`config.mk`:
```
export PLATFORM = sky130hd
export DESIGN_NAME = change_dispenser
export DESIGN_NICKNAME = d
export VERILOG_FILES = /design/src/rtl/change_dispenser.sv
export SDC_FILE = /design/constraint.sdc
export NUM_CORES = 1
export LEC_CHECK = 0
export BUFFER_PORTS_ARGS = -buffer_cell sky130_fd_sc_hd__buf_2
export CAP_MARGIN = 10
export CELL_PAD_IN_SITES_DETAIL_PLACEMENT = 0
export CELL_PAD_IN_SITES_GLOBAL_PLACEMENT = 1
export CORE_MARGIN = 5
export CORE_UTILIZATION = 41
export DETAILED_ROUTE_END_ITERATION = 8
export GPL_TIMING_DRIVEN = 0
export PLACE_DENSITY_LB_ADDON = 0.1
export SLEW_MARGIN = 15
export SYNTH_ARGS = -nofsm -noshare
export SYNTH_HDL_FRONTEND = slang
export SYNTH_SLANG_ARGS = --single-unit
```
`constraint.sdc`:
```
create_clock -name clk -period 2.55 [get_ports clk]
set_clock_uncertainty 0.2 [all_clocks]
set_input_delay 0.1275 -clock clk [delete_from_list [all_inputs] [get_ports clk]]
set_output_delay 0.1275 -clock clk [all_outputs]
set_load 0.01 [all_outputs]
```
`src/rtl/change_dispenser.sv`:
```
// Change payout controller: greedy, stock-aware split of an amount into 10/5/1 yuan
// units, each paid through one 4-phase req/ack transaction with the hopper.
module change_dispenser #(
    parameter int AMT_W   = 5,
    parameter int STOCK_W = 8,
    parameter int INIT_10 = 8,
    parameter int INIT_5  = 20,
    parameter int INIT_1  = 50,
    parameter int ACK_TMO = 1000
) (
    input  logic               clk,
    input  logic               rst,
    input  logic               start,
    input  logic [AMT_W-1:0]   change_amt,
    input  logic               refill,
    input  logic               hop_ack,
    output logic               req_10,
    output logic               req_5,
    output logic               req_1,
    output logic               busy,
    output logic               done,
    output logic               error,
    output logic [AMT_W-1:0]   remaining,
    output logic [STOCK_W-1:0] stock_10,
    output logic [STOCK_W-1:0] stock_5,
    output logic [STOCK_W-1:0] stock_1
);

    localparam int TMO_W = $clog2(ACK_TMO + 1);
    localparam logic [TMO_W-1:0]   TMO_LAST = TMO_W'(ACK_TMO - 1);
    localparam logic [AMT_W-1:0]   AMT_10   = AMT_W'(10);
    localparam logic [AMT_W-1:0]   AMT_5    = AMT_W'(5);
    localparam logic [AMT_W-1:0]   AMT_1    = AMT_W'(1);
    localparam logic [STOCK_W-1:0] ONE_UNIT = STOCK_W'(1);

    typedef enum logic [2:0] {
        S_IDLE,
        S_SEL,
        S_REQ,
        S_WAITREL,
        S_DONE,
        S_ERR
    } state_t;

    typedef enum logic [1:0] {
        D_NONE,
        D_10,
        D_5,
        D_1
    } den_t;

    state_t             state_q, state_d;
    den_t               den_q, den_d;
    logic [AMT_W-1:0]   rem_q, rem_d;
    logic [STOCK_W-1:0] s10_q, s10_d;
    logic [STOCK_W-1:0] s5_q, s5_d;
    logic [STOCK_W-1:0] s1_q, s1_d;
    logic [TMO_W-1:0]   tmo_q, tmo_d;
    logic [AMT_W-1:0]   den_amt;

    always_ff @(posedge clk) begin
        // NOTE: state registers use non-blocking assignments so every flop samples pre-edge values.
        if (rst) begin
            state_q <= S_IDLE;
            den_q   <= D_NONE;
            rem_q   <= '0;
            s10_q   <= STOCK_W'(INIT_10);
            s5_q    <= STOCK_W'(INIT_5);
            s1_q    <= STOCK_W'(INIT_1);
            tmo_q   <= '0;
        end else begin
            state_q <= state_d;
            den_q   <= den_d;
            rem_q   <= rem_d;
            s10_q   <= s10_d;
            s5_q    <= s5_d;
            s1_q    <= s1_d;
            tmo_q   <= tmo_d;
        end
    end

    always_comb begin
        den_amt = '0;
        unique case (den_q)
            D_10:    den_amt = AMT_10;
            D_5:     den_amt = AMT_5;
            D_1:     den_amt = AMT_1;
            default: den_amt = '0;
        endcase
    end

    always_comb begin
        // NOTE: every next-state value gets a default first so no path leaves a latch behind.
        state_d = state_q;
        den_d   = den_q;
        rem_d   = rem_q;
        s10_d   = s10_q;
        s5_d    = s5_q;
        s1_d    = s1_q;
        tmo_d   = tmo_q;

        unique case (state_q)
            S_IDLE: begin
                if (start) begin
                    rem_d   = change_amt;
                    state_d = S_SEL;
                end else if (refill) begin
                    s10_d = STOCK_W'(INIT_10);
                    s5_d  = STOCK_W'(INIT_5);
                    s1_d  = STOCK_W'(INIT_1);
                end
            end
            S_SEL: begin
                den_d = D_NONE;
                tmo_d = '0;
                if (rem_q == '0) begin
                    state_d = S_DONE;
                end else if (rem_q >= AMT_10 && s10_q != '0) begin
                    den_d   = D_10;
                    state_d = S_REQ;
                end else if (rem_q >= AMT_5 && s5_q != '0) begin
                    den_d   = D_5;
                    state_d = S_REQ;
                end else if (s1_q != '0) begin
                    den_d   = D_1;
                    state_d = S_REQ;
                end else begin
                    state_d = S_ERR;
                end
            end
            S_REQ: begin
                tmo_d = tmo_q + TMO_W'(1);
                // An acknowledge on the final allowed cycle still completes the unit.
                if (hop_ack) begin
                    rem_d   = rem_q - den_amt;
                    state_d = S_WAITREL;
                    unique case (den_q)
                        D_10:    s10_d = s10_q - ONE_UNIT;
                        D_5:     s5_d  = s5_q - ONE_UNIT;
                        D_1:     s1_d  = s1_q - ONE_UNIT;
                        default: ;
                    endcase
                end else if (tmo_q == TMO_LAST) begin
                    state_d = S_ERR;
                end
            end
            S_WAITREL: begin
                tmo_d = tmo_q + TMO_W'(1);
                if (!hop_ack) begin
                    state_d = S_SEL;
                end else if (tmo_q == TMO_LAST) begin
                    state_d = S_ERR;
                end
            end
            S_DONE: begin
                state_d = S_IDLE;
            end
            S_ERR: begin
                if (start) begin
                    rem_d   = change_amt;
                    state_d = S_SEL;
                end
            end
            default: begin
                state_d = S_IDLE;
            end
        endcase
    end

    assign req_10    = (state_q == S_REQ) && (den_q == D_10);
    assign req_5     = (state_q == S_REQ) && (den_q == D_5);
    assign req_1     = (state_q == S_REQ) && (den_q == D_1);
    assign busy      = (state_q == S_SEL) || (state_q == S_REQ) || (state_q == S_WAITREL);
    assign done      = (state_q == S_DONE);
    // ERR is only left by a new start, so the flag is sticky through the state itself.
    assign error     = (state_q == S_ERR);
    assign remaining = rem_q;
    assign stock_10  = s10_q;
    assign stock_5   = s5_q;
    assign stock_1   = s1_q;

endmodule

```
Word level (Yosys, flattened, before mapping)
Index checks and enable logic that the tools add are counted.

operators by class
  add/sub/neg operators = 5
  $lt $le $gt $ge = 2
  equality and inequality tests = 16
  mux-type cells = 33
  reduce and logical (&&, ||, !) cells = 21

operators by type and width
  operator                 count
  $mux W8                  12
  $pmux W8 S2              3
  $mux W3                  8
  $reduce_bool A8 Y1       3
  $sub A8 B1 Y8 const B    3
  $pmux W10 S2             1
  $reduce_and A5 Y1        3
  $pmux W3 S4              1
  $pmux W4 S3              1
  $add A10 B1 Y10 const B  1
  $eq A10 B10 Y1 const B   1
  $mux W5                  2
  $pmux W5 S2              1
  $mux W2                  4
  $ne A2 B1 Y1 const B     4
  $eq A3 B2 Y1 const B     2
  $eq A3 B3 Y1 const B     2
  $ne A2 B2 Y1 const B     3
  $reduce_bool A2 Y1       3
  $ge A5 B3 Y1 const B     1
  $ge A5 B4 Y1 const B     1
  $logic_and A1 B1 Y1      5
  $logic_not A5 Y1         1
  $sub A5 B5 Y5            1
  7 further kinds          10

word-level totals
  register bits = 44
  input port bits = 10
  logic and storage cells = 84

Logic depth before layout (Yosys ltp)
Gate-level depths: netlist of run 1.

  depth after elaboration = 6
  mapped depth = 8

Worst setup path after synthesis of run 1
OpenSTA, ideal clock, no wires.

  path type = flip-flop to flip-flop
  start = register state_q[1]
  end = register s5_q[6], in the netlist stock_5[6]
  library setup time = 0.071 ns
  data arrival time = 1.930 ns
  slack = 0.349 ns
  cell stages (with the launch flop) = 8
  path buffers = 2
  clock period less this slack = 2.201 ns
  cells stage by stage = dfxtp_1 -> buf_6 -> or3b_1 -> buf_6 -> a221oi_4 -> nand3_2 -> or4_1 -> a21oi_1

on the way
  word-level cells in the longest chain between the ends = 3
  elaborated cells between the ends (all ways) = 9

RTL lines
  item                                                         RTL line  source
  from (decl)                                                  52        state_t state_q, state_d;
  from (signal assigned)                                       72        state_q <= state_d;
  $eq A3 B2 Y1 / $logic_not A3 Y1 (equally long branches)      102       unique case (state_q)
  $ne A2 B1 Y1 (no source line), or another cell as far along  --
  $reduce_and A5 Y1 (no source line)                           --
  to (signal assigned)                                         68        s5_q <= STOCK_W'(INIT_5);
  to (decl)                                                    56        logic [STOCK_W-1:0] s5_q, s5_d;

Several ways; a longest one is shown, not always the timed one.
A chain may end at the register's enable or synchronous reset.

Worst setup path in the final report of run 1
Same ends and word-level chain as after synthesis.

==> out/summary.txt, run 1 <==
Outcome = finished, final reports clean
GRT met3 Usage = 3.31%
Peak supply drop = 0.000436 V
Commonest cells in the synthesized netlist = nor2_1 (50), dfxtp_1 (44), nand2_1 (19), xor2_1 (17)
P_int = 1.68 mW
Post-synth ARST share = 0%
Vias in the first global route = 2,113
Crit-path cells = buf_6 -> or3b_1 -> buf_6 -> a221oi_4 -> nand3_2 -> or4_1 -> a21oi_1
Vias = 2,244
WHS Path Cells = 3
Cell family with most CP delay = simple AND/OR/NAND/NOR gates
Post-synth EDFFs = 0
Crit path launch type = register
I/O Buffers = 44
First DRT Iteration DRCs = 61
Worst hold path startpoint = change_amt[3]
Layer with the highest usage = met2
Routed Antenna Nets = 0
Max Cap Viol = 0
Root Driver = clkbuf_8
Slowest CP cell = or4_1
Via/cell ratio = 5.22
Worst R2R Path Depth = 7
Synth Instances = 296
Seq/Total Area, Yosys = 36.3%
Post-Syn Area per Cell = 8.21 µm²
Initial antenna violation count = 0
Largest net degree at the start of global routing = 14
First-pass GRT wire length = 10,200 µm
Reg-to-Reg End = stock_5[6]
GPL Wtd Cong = 0.800
Max FO, Critical Path = 8
Area Overhead vs Synth = 20.2%
Clock Latency Late Sink = 0.29 ns
CTS sink cnt = 44
Tcrit/Tclk final = 92.0%
Crit path DAT = 2.37 ns
P_sw = 1.27 mW
FF+latch count, synth = 44
Rows = 28
Final Critical Period = 2.35 ns
Final Hold Vio Count = 0
Cell Area, Synth = 2430 µm²
Worst hold path class = input port to register
Final setup fails = 0
Initial core utilization = 41.5%
Post-Synthesis Net Count = 316
Global Route met2 Usage = 27.1%
Rel. slew slack = 55.4%
Worst hold slack = 0.00978 ns
Total GRT Usage = 16.7%
RSZ-0062 raised after global routing = no
HPWL Detailed = 4390 µm
Largest cells by area after synthesis = dfxtp_1 (36%), nor2_1 (7.7%), xor2_1 (6.1%)
Grt ovf = 0
Final wirelength = 6010 µm
Die area = 7570 µm²
FMAX = 0.426 GHz
# fillers = 605
Remaining DRCs = 0
Synth Flop Type = dfxtp_1
Most frequent cell after synthesis = nor2_1
I/O pin count = 45
Grt met1 use = 23.1%
Drt pass-1 iters = 5
R2r startpoint = state_q[1]
# H-tree levels = 2
R2R Setup Slk = 0.20 ns
Post-route cell area = 2920 µm²
Area post-placement = 2740 µm²
Chip width = 87.0 µm
Count of cell types in the netlist = 53
CP Buf/Inv Count = 2
Static Leakage = 1.20 nW
Die Y = 87.0 µm
Most frequent CP cell = buf_6
Area leader, netlist = dfxtp_1
P per Cell Area = 1010 nW/µm²
WHS Endpoint = remaining[3]
Core Region = 5850 µm²
Layout cells sized above 1 = 18.3%
Sw Ratio = 43.0%
Final net count = 374
Yosys warns = 0
Area share of the largest cell type after synthesis = 36.3%
Final max-slew violation count = 0
Combinational share of power = 49.4%
Largest stage delay, worst path = 0.41 ns
Seq pwr share = 32.3%
Max Root-Sink Buffers = 2
Layout Utilization = 49.9%
CP required = 2.57 ns
CTS buffer count = 5
Wire per inst = 14.0 µm
Slew of the pin with the lowest slew margin = 0.669 ns
Cell count along the critical path = 7
Worst setup path class = register to register
TNS Setup = 0 ns
Clock share of power = 18.2%
TritonCTS clock tree = done
ANT cells = 0
Worst setup EP type = register
Clock Pin Slew Worst Setup and Hold Paths = 0.09 ns
worst reg2reg max path: cells and delay by family, from the launching register on:
family / cells / cell delay [ns]
AOI/OAI and AO/OA: 2 / 0.52
buffers and inverters: 2 / 0.28
DFF: 1 / 0.31
and+or+nand+nor: 3 / 0.96
worst max path at each step:
stage,end,slack [ns],start
2_1_floorplan,stock_5[6],0.35,state_q[1]
3_3_place_gp,stock_5[7],0.04,state_q[0]
3_5_place_dp,stock_1[6],0.04,state_q[0]
4_1_cts,stock_10[2],0.04,state_q[0]
5_1_grt,stock_1[7],0.07,state_q[1]
6_report,stock_5[6],0.20,state_q[1]
what timing repair did:
| item | 4_1_cts | 5_1_grt |
|---|---|---|
| endpoints found under the hold margin | 6 | 0 |
| buffers inserted | 0 | 2 |
| resized for setup | 0 | 1 |
| setup endpoints to repair | 0 | 11 |
| hold buffers | 5 | 0 |
final cells by class:
cell class                 instances  area [µm²]  share of cell area [%]
buffer                            13        67.6                    2.31
clock buffer                       6        72.6                    2.49
clock inverter                     2        35.0                    1.20
inverter                          17        63.8                    2.19
multi-input combinational        222        1420                    48.7
sequential                        44         881                    30.2
tap                               75        93.8                    3.21
timing repair buffer              51         285                    9.77
cell usage in the layout (no fill, tap or decap), types with 6 or more instances in the layout:
| master | Yosys | final |
|---|---|---|
| a21oi_1 | 16 | 16 |
| o21ai_0 | 15 | 15 |
| nand4b_1 | 7 | 7 |
| clkbuf_1 | 7 | 8 |
| ha_1 | 9 | 9 |
| buf_2 | 3 | 47 |
| inv_1 | 16 | 16 |
| nor3_1 | 6 | 6 |
| nor2_1 | 50 | 50 |
| a211oi_1 | 6 | 6 |
| dfxtp_1 | 44 | 44 |
| nand2_1 | 19 | 19 |
| xor2_1 | 17 | 17 |
| nand3_1 | 9 | 9 |
sequential cells by signal, summed over array words and instances, names as in the netlist:
| signal | flops |
|---|---|
| stock_1 | 8 |
| stock_5 | 8 |
| state_q | 3 |
| remaining | 5 |
| den_q | 2 |
| tmo_q | 10 |
| stock_10 | 8 |
through the flow:
step                instances  setup WS, ns  power [mW]
CTS                       428        0.0357        2.96
detailed placement        415        0.0420        2.41
finish                    430         0.205        2.95
floorplan                 296         0.349        2.02
global route              430        0.0671        3.22
global placement          415        0.0387        2.40
routing by layer:
layer / part of all wire (%) / up-vias
met4: 0.77 / 0
met3: 4.4 / 5
met1: 51 / 1030
met5: 0 / -
met2: 44 / 44
li1: - / 1165
power by group through the flow:
stage / registers (mW) / logic [mW] / clock network, mW
2_1_floorplan: 0.974 / 1.05 / 0
3_3_place_gp: 0.970 / 1.43 / 0
4_1_cts: 0.955 / 1.45 / 0.554
6_report: 0.955 / 1.46 / 0.539
3_5_place_dp: 0.971 / 1.44 / 0
5_1_grt: 0.980 / 1.66 / 0.584
kinds of logic after synthesis:
family,share of synthesized area [%]
simple gates,25.4
compound gates,19.9
flops,36.3
buf+inv,5.41
xor+xnor,7.57
fa+ha+maj,5.46
No activity file was read; power rests on OpenSTA's default activity.
==> run 2, diff against run 1 <==
Settings changed: HOLD_SLACK_MARGIN from default to 0.15.
Clock period 2.55 ns to 2.3 ns, I/O delays scaled along.
==> run 2 against run 1 <==
Against the previous run: non-clock buffer count grew 3; sequential share of layout area shrank 0.78 points; largest cell class unchanged; critical endpoint unchanged; utilization grew 1.3 points; die area is the same.
==> out/summary.txt, run 2 (synthesized netlist as in run 1, its figures left out) <==
Placement Setup Slack = -0.208 ns
Clock Latency Late Sink = 0.30 ns
Biggest register = tmo_q
Remaining DRCs = 0
Die area = 7570 µm²
Final wirelength = 6080 µm
First DRT Iteration DRCs = 82
Routed Antenna Nets = 0
Cell Count, Final, Fillers Out = 433
Initial core utilization = 41.5%
Total GRT Usage = 17.1%
Crit path DAT = 2.27 ns
Inst Count DP = 415
Final setup fails = 0
# fillers = 598
Grt ovf = 0
Core Region = 5850 µm²
Max FFs per register = 10
ANT cells = 0
Chip width = 87.0 µm
Peak supply drop = 0.000482 V
Drt pass-1 iters = 4
Outcome = finished, final reports clean
Worst hold slack = 0.175 ns
Static Leakage = 1.23 nW
Most frequent CP cell = buf_6
Rel. slew slack = 57.7%
# H-tree levels = 2
Tcrit/Tclk final = 97.2%
CTS buffer count = 5
Die Y = 87.0 µm
Largest stage delay, worst path = 0.43 ns
Max Root-Sink Buffers = 2
Initial antenna violation count = 0
Slowest CP cell = or4_1
Worst setup margin = 0.0633 ns
Max FO, Critical Path = 8
Largest net degree at the start of global routing = 14
Clock Pin Slew Worst Setup and Hold Paths = 0.09 ns
Vias = 2,252
Rows = 28
HPWL Detailed = 4390 µm
Final net count = 377
Final Critical Period = 2.24 ns
I/O pin count = 45
FMAX = 0.447 GHz
TritonCTS clock tree = done
Worst hold path class = input port to register
Worst setup EP type = register
Crit path launch type = register
Vias in the first global route = 2,138
Via/cell ratio = 5.20
CP required = 2.33 ns
Layout cells sized above 1 = 19.6%
Slew of the pin with the lowest slew margin = 0.625 ns
Worst setup path class = register to register
Crit-path cells = buf_6 -> or3b_4 -> buf_6 -> a221oi_4 -> nand3_2 -> or4_1 -> a21oi_2
P per Cell Area = 1110 nW/µm²
Most frequent cells in the layout = nor2_1 (50), buf_2 (47), dfxtp_1 (44), nand2_1 (19), xor2_1 (17)
Final Hold Vio Count = 0
Final max-slew violation count = 0
Wire per inst = 14.0 µm
Most common cell after layout, fill and taps aside = nor2_1
First-pass GRT wire length = 10,400 µm
Root Driver = clkbuf_8
Max Cap Viol = 0
CTS sink cnt = 44
GPL Wtd Cong = 0.800
I/O Buffers = 44
Area Overhead vs Synth = 23.4%
-- run 2: cell count changes in the layout (fill, tap and decap cells not counted), sizes merged --
cell / before / now
dlygate4sd3: 5 / 9
clkbuf: 13 / 12
-- run 2: power breakdown --
group	leakage, nW	total [mW]	internal (mW)	switching (mW)
combinational	0.815	1.66	0.671	0.993
sequential	0.357	1.06	0.896	0.167
clock	0.0552	0.595	0.323	0.272
-- run 2: stage by stage --
| stage | power (mW) | area [µm²] | setup TNS [ns] | util, % |
|---|---|---|---|---|
| 5_1_grt | 3.62 | 3000 | -0.00915 | 51.2 |
| 3_3_place_gp | 2.66 | 2740 | -2.13 | 46.9 |
| 4_1_cts | 3.32 | 2970 | -0.00371 | 50.7 |
| 2_1_floorplan | 2.24 | 2430 | 0 | - |
| 3_5_place_dp | 2.67 | 2740 | -2.04 | 46.9 |
| 6_report | 3.32 | 3000 | 0 | 51.2 |
-- run 2: path summary, 6_finish.rpt --
kind,startpoint,end,slack (ns),cells past startpoint
worst max-delay path,state_q[1],stock_5[6],0.06,7
worst min-delay path,start,remaining[1],0.17,4
worst max register to register,state_q[1],stock_5[6],0.06,7
worst min register to register,tmo_q[9],tmo_q[9],0.30,1
-- run 2: final cells by class --
| class | instances | area, µm² | area share [%] |
|---|---|---|---|
| plain buffers | 12 | 65.1 | 2.17 |
| well taps | 75 | 93.8 | 3.13 |
| flip-flops and latches | 44 | 881 | 29.4 |
| repair buffers | 55 | 325 | 10.9 |
| inverters | 17 | 63.8 | 2.13 |
| clock inverters | 2 | 35.0 | 1.17 |
| clock buffers | 6 | 72.6 | 2.42 |
| multi-input cells | 222 | 1460 | 48.7 |
-- run 2: critical path: cells and delay by family, from the launching register on --
family / cells / cell delay (ns)
simple gates: 3 / 0.95
compound gates: 2 / 0.43
flops: 1 / 0.31
buf+inv: 2 / 0.28
-- run 2: what timing repair did --
action	in CTS	in global routing
gates resized for setup	4	5
endpoints found under the hold margin	12	0
hold buffers	9	0
setup buffers	1	1
pin swaps	1	2
endpoints found under the setup margin	14	13
-- run 2: per-layer routing --
metal | part of all wire [%] | track usage (%) | vias up
li1 | - | - | 1168
met1 | 50 | 23.5 | 1038
met2 | 45 | 27.7 | 42
met3 | 4.9 | 3.31 | 4
met4 | 0.62 | 3.40 | 0
met5 | 0 | 0 | -
